==> config.mk <==
export PLATFORM = sky130hd
export DESIGN_NAME = serial_subtractor8
export DESIGN_NICKNAME = d
export VERILOG_FILES = /design/src/rtl/serial_subtractor8.sv
export SDC_FILE = /design/constraint.sdc
export NUM_CORES = 1
export LEC_CHECK = 0
export CAP_MARGIN = 40
export CORE_UTILIZATION = 55
export CTS_CLUSTER_SIZE = 8
export DETAILED_ROUTE_END_ITERATION = 10
export PLACE_DENSITY = 0.83
export SYNTH_ARGS = -nofsm -noshare
export SYNTH_HDL_FRONTEND = slang
export SYNTH_SLANG_ARGS = --single-unit
==> constraint.sdc <==
create_clock -name clk -period 2.95 [get_ports clk]
set_clock_uncertainty 0.05 [all_clocks]
set_input_delay 0.7375 -clock clk [delete_from_list [all_inputs] [get_ports clk]]
set_output_delay 0.7375 -clock clk [all_outputs]
set_load 0.01 [all_outputs]
==> src/rtl/serial_subtractor8.sv <==
// Bit-serial 8-bit unsigned subtractor: one full-subtractor cell plus a borrow flop,
// LSB first, with a start/busy/done handshake and held result registers.
module serial_subtractor8 (
  input  logic       clk,
  input  logic       rst,
  input  logic       start,
  input  logic [7:0] a,
  input  logic [7:0] b,
  output logic       busy,
  output logic       done,
  output logic [7:0] diff,
  output logic       bout,
  output logic       zero
);

  typedef enum logic [1:0] {
    IDLE  = 2'd0,
    SHIFT = 2'd1,
    DONE  = 2'd2
  } state_t;

  state_t     state_q, state_d;
  logic [7:0] opa_q, opa_d;
  logic [7:0] opb_q, opb_d;
  logic [7:0] res_q, res_d;
  logic [7:0] diff_q, diff_d;
  logic       br_q, br_d;
  logic       bout_q, bout_d;
  logic       zero_q, zero_d;
  logic [2:0] cnt_q, cnt_d;

  logic       dbit;
  logic       br_next;
  logic [7:0] res_shift;

  // Full-subtractor cell: returns {difference bit, borrow out}.
  function automatic logic [1:0] full_sub(input logic ai, input logic bi, input logic bin);
    logic d;
    logic bo;
    d  = ai ^ bi ^ bin;
    bo = (~ai & bi) | (~(ai ^ bi) & bin);
    return {d, bo};
  endfunction

  assign {dbit, br_next} = full_sub(opa_q[0], opb_q[0], br_q);
  assign res_shift       = {dbit, res_q[7:1]};

  always_comb begin
    state_d = state_q;
    opa_d   = opa_q;
    opb_d   = opb_q;
    res_d   = res_q;
    diff_d  = diff_q;
    br_d    = br_q;
    bout_d  = bout_q;
    zero_d  = zero_q;
    cnt_d   = cnt_q;
    case (state_q)
      IDLE: begin
        if (start) begin
          opa_d   = a;
          opb_d   = b;
          br_d    = 1'b0;
          cnt_d   = 3'd0;
          state_d = SHIFT;
        end
      end
      SHIFT: begin
        res_d = res_shift;
        opa_d = {1'b0, opa_q[7:1]};
        opb_d = {1'b0, opb_q[7:1]};
        br_d  = br_next;
        cnt_d = cnt_q + 3'd1;
        // Eighth bit: publish the full result in the same edge it completes.
        if (cnt_q == 3'd7) begin
          diff_d  = res_shift;
          bout_d  = br_next;
          zero_d  = (res_shift == 8'h00);
          state_d = DONE;
        end
      end
      DONE:    state_d = IDLE;
      default: state_d = IDLE;
    endcase
  end

  always_ff @(posedge clk) begin
    if (rst) begin
      state_q <= IDLE;
      opa_q   <= 8'h00;
      opb_q   <= 8'h00;
      res_q   <= 8'h00;
      diff_q  <= 8'h00;
      br_q    <= 1'b0;
      bout_q  <= 1'b0;
      zero_q  <= 1'b0;
      cnt_q   <= 3'd0;
    end else begin
      state_q <= state_d;
      opa_q   <= opa_d;
      opb_q   <= opb_d;
      res_q   <= res_d;
      diff_q  <= diff_d;
      br_q    <= br_d;
      bout_q  <= bout_d;
      zero_q  <= zero_d;
      cnt_q   <= cnt_d;
    end
  end

  assign busy = (state_q == SHIFT);
  assign done = (state_q == DONE);
  assign diff = diff_q;
  assign bout = bout_q;
  assign zero = zero_q;

endmodule

==> results of run 1 <==
power by group:
group / internal (mW) / total [mW] / switching (mW)
registers: 0.550 / 0.567 / 0.0178
clock network: 0.0920 / 0.273 / 0.181
logic: 0.0607 / 0.130 / 0.0696
total: 0.702 / 0.971 / 0.269
routing by layer:
layer / share of wire / vias up / track usage
met2: 0.49 / 37 / 0.384
met5: 0 / - / 0
met3: 0.054 / 9 / 0.0703
met1: 0.43 / 678 / 0.283
li1: - / 702 / -
met4: 0.018 / 0 / 0.101
state kept, by name (all words and copies together), names as in the netlist:
register / cells
bout: 1
br_q: 1
cnt_q: 3
diff: 8
opa_q: 8
opb_q: 8
res_q: 7
state_q: 2
zero: 1
final cells by class:
cell class | instances | share of cell area
multi-input combinational | 136 | 0.395
clock buffer | 6 | 0.0207
sequential | 39 | 0.392
timing repair buffer | 32 | 0.158
inverter | 3 | 0.00816
tap | 31 | 0.0195
clock inverter | 2 | 0.00628
stage by stage:
| step | instances | power [mW] |
|---|---|---|
| global placement | 241 | 0.701 |
| finish | 249 | 0.971 |
| CTS | 249 | 0.976 |
| global route | 249 | 1.01 |
| detailed placement | 241 | 0.709 |
| floorplan | 190 | 0.673 |
cell usage in the layout (no fill, tap or decap), drive strengths merged:
master and instances:
o21ba 1, fa 1, ha 2, nor2b 3
or2 1, and3b 1, clkinvlp 1, nand2 48
buf 2, a2bb2oi 1, o22ai 2, a22oi 2
and2b 1, inv 3, clkbuf 6, a211oi 15
nand3 1, nand2b 1, clkinv 1, nor2 19
dfxtp 39, a311oi 1, nand3b 1, o21bai 1
a21oi 31, a221oi 1, clkdlybuf4s50 30, nor4 2
worst max-delay path, stage by stage (launching register included):
cell and delay, ns:
sky130_fd_sc_hd__dfxtp_1 0.57, sky130_fd_sc_hd__nand2b_4 0.25, sky130_fd_sc_hd__inv_6 0.25, sky130_fd_sc_hd__clkdlybuf4s50_1 0.58
kinds of logic after synthesis:
family,count (synthesis)
adders and majority gates,3
and+or+nand+nor,78
buffers and inverters,15
DFF,39
AOI/OAI and AO/OA,55
path summary, 6_finish.rpt:
check	from	end	slack (ns)	cells after the start
worst max-delay path	state_q[0]$_SDFFE_PP0P_	busy	0.16	3
worst min-delay path	zero$_SDFFE_PP0P_	zero$_SDFFE_PP0P_	0.41	2
worst max register to register	state_q[0]$_SDFFE_PP0P_	opb_q[5]$_SDFFE_PP0P_	1.30	4
worst min register to register	zero$_SDFFE_PP0P_	zero$_SDFFE_PP0P_	0.41	2
==> results summary, run 1 <==
0 antenna diodes ended up in the layout. The initial antenna violation count came to 0. The longest clock path from root to sink contains 2 buffers.

TritonCTS built the clock tree. The initialized floorplan defines 19 standard-cell rows. The highest clock rate is 359 MHz. After routing the design area is 1990 um^2. The fraction of synthesized cell area in xor and xnor cells is 0. The number of pins with negative max-slew slack in the final report came out at 0. The clock-pin slew reported for the worst setup and hold paths after clock tree synthesis came out at 0.12 ns. The run finished, with violations left.

The worst relative slew slack is 0.678. The actual transition at the worst max-transition pin is 0.482 ns. The most common cell in the synthesized netlist is sky130_fd_sc_hd__nand2_1.

The DRC marker count from the first detailed-route iteration came out at 64. The placer congestion estimate came out at 0.765. The number of global-route vias before repair is 1271.

During placement, the flow inserted port buffers numbering 30. The power density normalized to cell area came out at 487 nW/um^2. Summing all flip-flop and latch instances after layout gives 781 um^2. The area share of the leading cell type in the synthesized netlist came out at 0.463.

After detailed routing, the average wire length per cell comes to 13.9 um. The half-perimeter wire length after placement is 2430 um. Summed over all layers, the global routing overflow is 0. The hold buffer count at CTS came out at 0. The smallest setup slack after layout came out at 0.162 ns.

The net count of the finished layout is 239. The compound-cell area share of the yosys netlist is 0.244. Once detail routing completed, the nets flagged for antenna violations numbered 0. The initial standard-cell utilization of the core is 0.596. Yosys mapped a number of flops with a built-in enable equal to 0. The chip height came out at 57.4 um. Max-cap violations in this run came to 0. The setup total negative slack is 0 ns. The final hold violation count came out at 0. The worst setup path is captured at an output pin. The post-synthesis register bit count came out at 39. The total setup violations reported at the end of the flow came out at 0. The final wirelength came out at 3470 um. The final reports fail on design-rule violations.

The worst setup path is launched from a register. The post-route clock period utilization came out at 0.945. The worst IR drop on VDD came out at 0.350 mV. The count of unique library cells instantiated by Yosys came out at 31. At the worst endpoint, the required time is 2.16 ns. The overall die width came out at 57.4 um. The average footprint of a synthesized cell is 8.88 um^2. The netlist area before placement came out at 1690 um^2. Setup repair after global routing left no endpoint under its margin. The via count normalized by instance count came out at 5.73.

The fraction of the mapped netlist area in simple logic gates came out at 0.197. The clock reaches the later pin of the worst-skew pair after 0.36 ns. By area, the combinational part of the netlist is dominated by compound AO/OA/AOI/OAI gates.

TritonCTS created 5 clock buffers. For this run, the total global-route usage over all layers was measured as 0.234. The largest area contributor in the netlist is sky130_fd_sc_hd__dfxtp_1. The floorplan step defined a die boundary enclosing 3290 um^2. The worst-path maximum fanout came out at 25. The post-cts sizing count came out at 0. After layout, the minimum clock period comes to 2.79 ns. The net count after synthesis came out at 212. The post-synthesis cell count came out at 190. The leakage power total came out at 0.715 nW. After synthesis, the share of cell area in mux cells is 0. The number of sinks driven by the clock tree came out at 39. The H-tree was split into 2 levels. The most frequently used flop master after synthesis is sky130_fd_sc_hd__dfxtp_1. Of the synthesized area, sequential elements account for 0.463. The signed area change from the synthesized netlist to the final layout is 18.2%.

The final core area utilization is 0.705. Timing analysis after detailed placement gives a worst setup slack of 0.572 ns. The CTS root buffer is sky130_fd_sc_hd__clkbuf_4.

By area the synthesized netlist is led by sky130_fd_sc_hd__dfxtp_1, sky130_fd_sc_hd__nand2_1, sky130_fd_sc_hd__a21oi_1. The data arrival time of the critical path came out at 2.00 ns. The region available for standard cell placement spans 2830 um^2. The largest net degree at the start of global routing is 26. The combined area of the multi-input logic cells is 788 um^2.

The number of iterations in the first detailed-routing pass came out at 8. The count of buffers added by post-CTS timing repair for setup came out at 0. The tightest min-delay check is of the register to register type. The share of post-route cells with drive strength above 1 is 0.119. The number of vias in the routed layout is 1426. The DRC violations left came out at 3.

Of the total synthesized cell area, the portion taken by full adders, half adders and majority gates is 0.0267. The commonest cells after synthesis are sky130_fd_sc_hd__nand2_1, sky130_fd_sc_hd__dfxtp_1, sky130_fd_sc_hd__a21oi_1. The number of fillers in the final layout is 226. The share of flip-flops with an asynchronous set or reset after synthesis is 0. The boundary pin count is 31.

The global-route wire length before repair is 5770 um. The hold slack came out at 0.413 ns. The standard cell area after detailed placement came out at 1940 um^2. By startpoint and endpoint, the worst setup path is classified as register to output pin. The number of warnings reported in the yosys synthesis log is 0.
(Power assumes the default switching activity.)
==> inputs of run 2 (changes only) <==
--- a/config.mk
+++ b/config.mk
@@ -6,6 +6,7 @@
 export NUM_CORES = 1
 export LEC_CHECK = 0
 export CAP_MARGIN = 40
+export CORE_MARGIN = 5
 export CORE_UTILIZATION = 55
 export CTS_CLUSTER_SIZE = 8
 export DETAILED_ROUTE_END_ITERATION = 10
==> run 2 against run 1 <==
Compared with the run above: via count shrank 2.9%; combinational power is essentially flat; the flow now finishes without violations; core utilization decreased by 3.5 points; routed wire length fell by 6.7%; maximum frequency up 1.3%; largest cell class unchanged; worst hold slack got worse by 0.0018 ns; register-to-register slack improved by 0.06 ns; die area increased by 30%; cell area is 0.88% higher.
==> results summary, run 2 (synthesis gave the netlist of run 1 again) <==
The library cell used most frequently in the layout, excluding fill and tap cells, is sky130_fd_sc_hd__nand2_1. The data arrival time of the critical path came out at 1.97 ns. In the final design database the tool counted 239 nets.

The largest net degree at the start of global routing is 26. The area of all placed cells without fillers came out at 2010 um^2. The worst-case IR drop observed on VDD is 0.290 mV. The number of sinks driven by the clock tree came out at 39.

Post-CTS timing repair inserted 0 buffers for setup. The number of pins with negative max-slew slack in the final report came out at 0. The all-layer global routing usage is 0.169. The DRC violations left is 0. The maximum clock insertion buffer count came out at 2. The count of H-tree levels built during CTS came out at 2. Across the run, the number of max-cap violations was 0.

The number of placed instances, taps included, is 243. Input and output buffers added on the ports amount to 30. Of the available clock period, the critical path in the final layout requires 0.933. The minimum clock period is 2.75 ns.

After clock tree synthesis, the clock-pin slew on the worst setup and hold paths is 0.11 ns. The power density normalized to cell area came out at 496 nW/um^2. The initial antenna violation count is 0. The post-cts sizing count is 0. The setup total negative slack is 0 ns. TritonCTS built the clock tree. The worst path required time came out at 2.16 ns.

The hold slack came out at 0.411 ns. The highest clock rate came out at 363 MHz. The average wire per standard cell is 12.9 um.

After detailed routing, the total wire length is 3240 um. The leakage power total is 0.725 nW. The flow ran to the end, and the final reports show no timing, DRC or antenna violations. The signed area change from the synthesized netlist to the final layout is 19.2%. The sort of element at the end of the critical path is an output pin. The worst hold path belongs to the class register to register. For this design, the CTS-stage hold fixing added 0 buffers. The kind of launch point of the worst setup path is a register. The clock insertion delay at the later pin of the skew report came out at 0.33 ns. The number of rows in the core area came out at 20. For this configuration, the core starts out at a cell density of 0.562.

The number of global-route vias before repair came out at 1334. After floorplanning, the core was sized to cover 3000 um^2. The count of nets left with antenna violations once routing finished came out at 0. The number of cells in the finished layout apart from fillers came out at 251. In the layout the commonest cells are sky130_fd_sc_hd__nand2_1, sky130_fd_sc_hd__dfxtp_1, sky130_fd_sc_hd__clkdlybuf4s50_1, sky130_fd_sc_hd__a21oi_1, sky130_fd_sc_hd__nor2_1. The chip height came out at 65.4 um.

Setup repair after global routing left no endpoint under its margin. The overall die width is 65.4 um. 0 antenna diodes ended up in the layout.

The via count normalized by instance count came out at 5.51. The final route contains 1384 vias. The critical path is of the register to output pin type. The worst relative slew slack is 0.669. The area enclosed by the die boundary came out at 4270 um^2. At the end of the flow the core is filled with cells to 0.670. Of all nets on the critical path, the largest fanout is 25. The CTS root buffer is sky130_fd_sc_hd__clkbuf_4.

The total setup violations reported at the end of the flow came out at 0. In this run, CTS created clock tree buffers numbering 5. The share of post-route cells with drive strength above 1 is 0.119. The overall overflow remaining after global route came out at 0. The final hold violation count is 0. The placer congestion estimate came out at 0.754. In this run the cell area measured after placement is 1940 um^2.

The global-route wire length before repair is 5620 um. The half-perimeter wire length after placement is 2330 um. For the pin with the worst max-slew slack, the measured transition is 0.496 ns. The number of iterations in the first detailed-routing pass is 6. For this block, the initial DRC count from the detailed router was 50. 31 I/O pins were placed.
-- run 2: power breakdown --
part	switching (mW)	internal, mW
Clock	0.162	0.140
Combinational	0.0668	0.0606
Sequential	0.0173	0.549
Total	0.246	0.750
-- run 2: worst paths after layout --
path,start,endpoint,slack [ns],cells after the start
max,state_q[0]$_SDFFE_PP0P_,busy,0.20,3
min,diff[4]$_SDFFE_PP0P_,diff[4]$_SDFFE_PP0P_,0.41,2
max reg2reg,state_q[0]$_SDFFE_PP0P_,opb_q[6]$_SDFFE_PP0P_,1.36,4
min reg2reg,diff[4]$_SDFFE_PP0P_,diff[4]$_SDFFE_PP0P_,0.41,2
-- run 2: cell type report --
| type | count | area [um^2] |
|---|---|---|
| clock buffers | 8 | 68.8 |
| fillers | 255 | 992 |
| inverters | 3 | 16.3 |
| multi-input cells | 136 | 788 |
| flip-flops and latches | 39 | 781 |
| well taps | 33 | 41.3 |
| repair buffers | 32 | 315 |
-- run 2: routing by layer --
metal  wire (um)  global-route usage
met2        1610               0.282
met3         147              0.0479
met4          65              0.0829
met5           0                   0
met1        1420               0.197
-- run 2: critical path, stage by stage, from the launching register on --
cell                              delay (ns)
sky130_fd_sc_hd__dfxtp_1                0.57
sky130_fd_sc_hd__nand2b_4               0.24
sky130_fd_sc_hd__inv_6                  0.24
sky130_fd_sc_hd__clkdlybuf4s50_1        0.57
-- run 2: stage by stage --
step	power, mW	setup slack, ns
6_report	0.997	0.197
5_1_grt	1.05	0.0952
4_1_cts	1.00	0.206
3_5_place_dp	0.706	0.583
3_3_place_gp	0.700	0.620
2_1_floorplan	0.673	1.39
==> inputs of run 3 (changes only) <==
--- a/config.mk
+++ b/config.mk
@@ -5,6 +5,7 @@
 export SDC_FILE = /design/constraint.sdc
 export NUM_CORES = 1
 export LEC_CHECK = 0
+export ABC_CLOCK_PERIOD_IN_PS = 2950
 export CAP_MARGIN = 40
 export CORE_MARGIN = 5
 export CORE_UTILIZATION = 55
==> results of run 3 <==
Same layout as run 2: the final DEF is identical, and so are final timing and power.
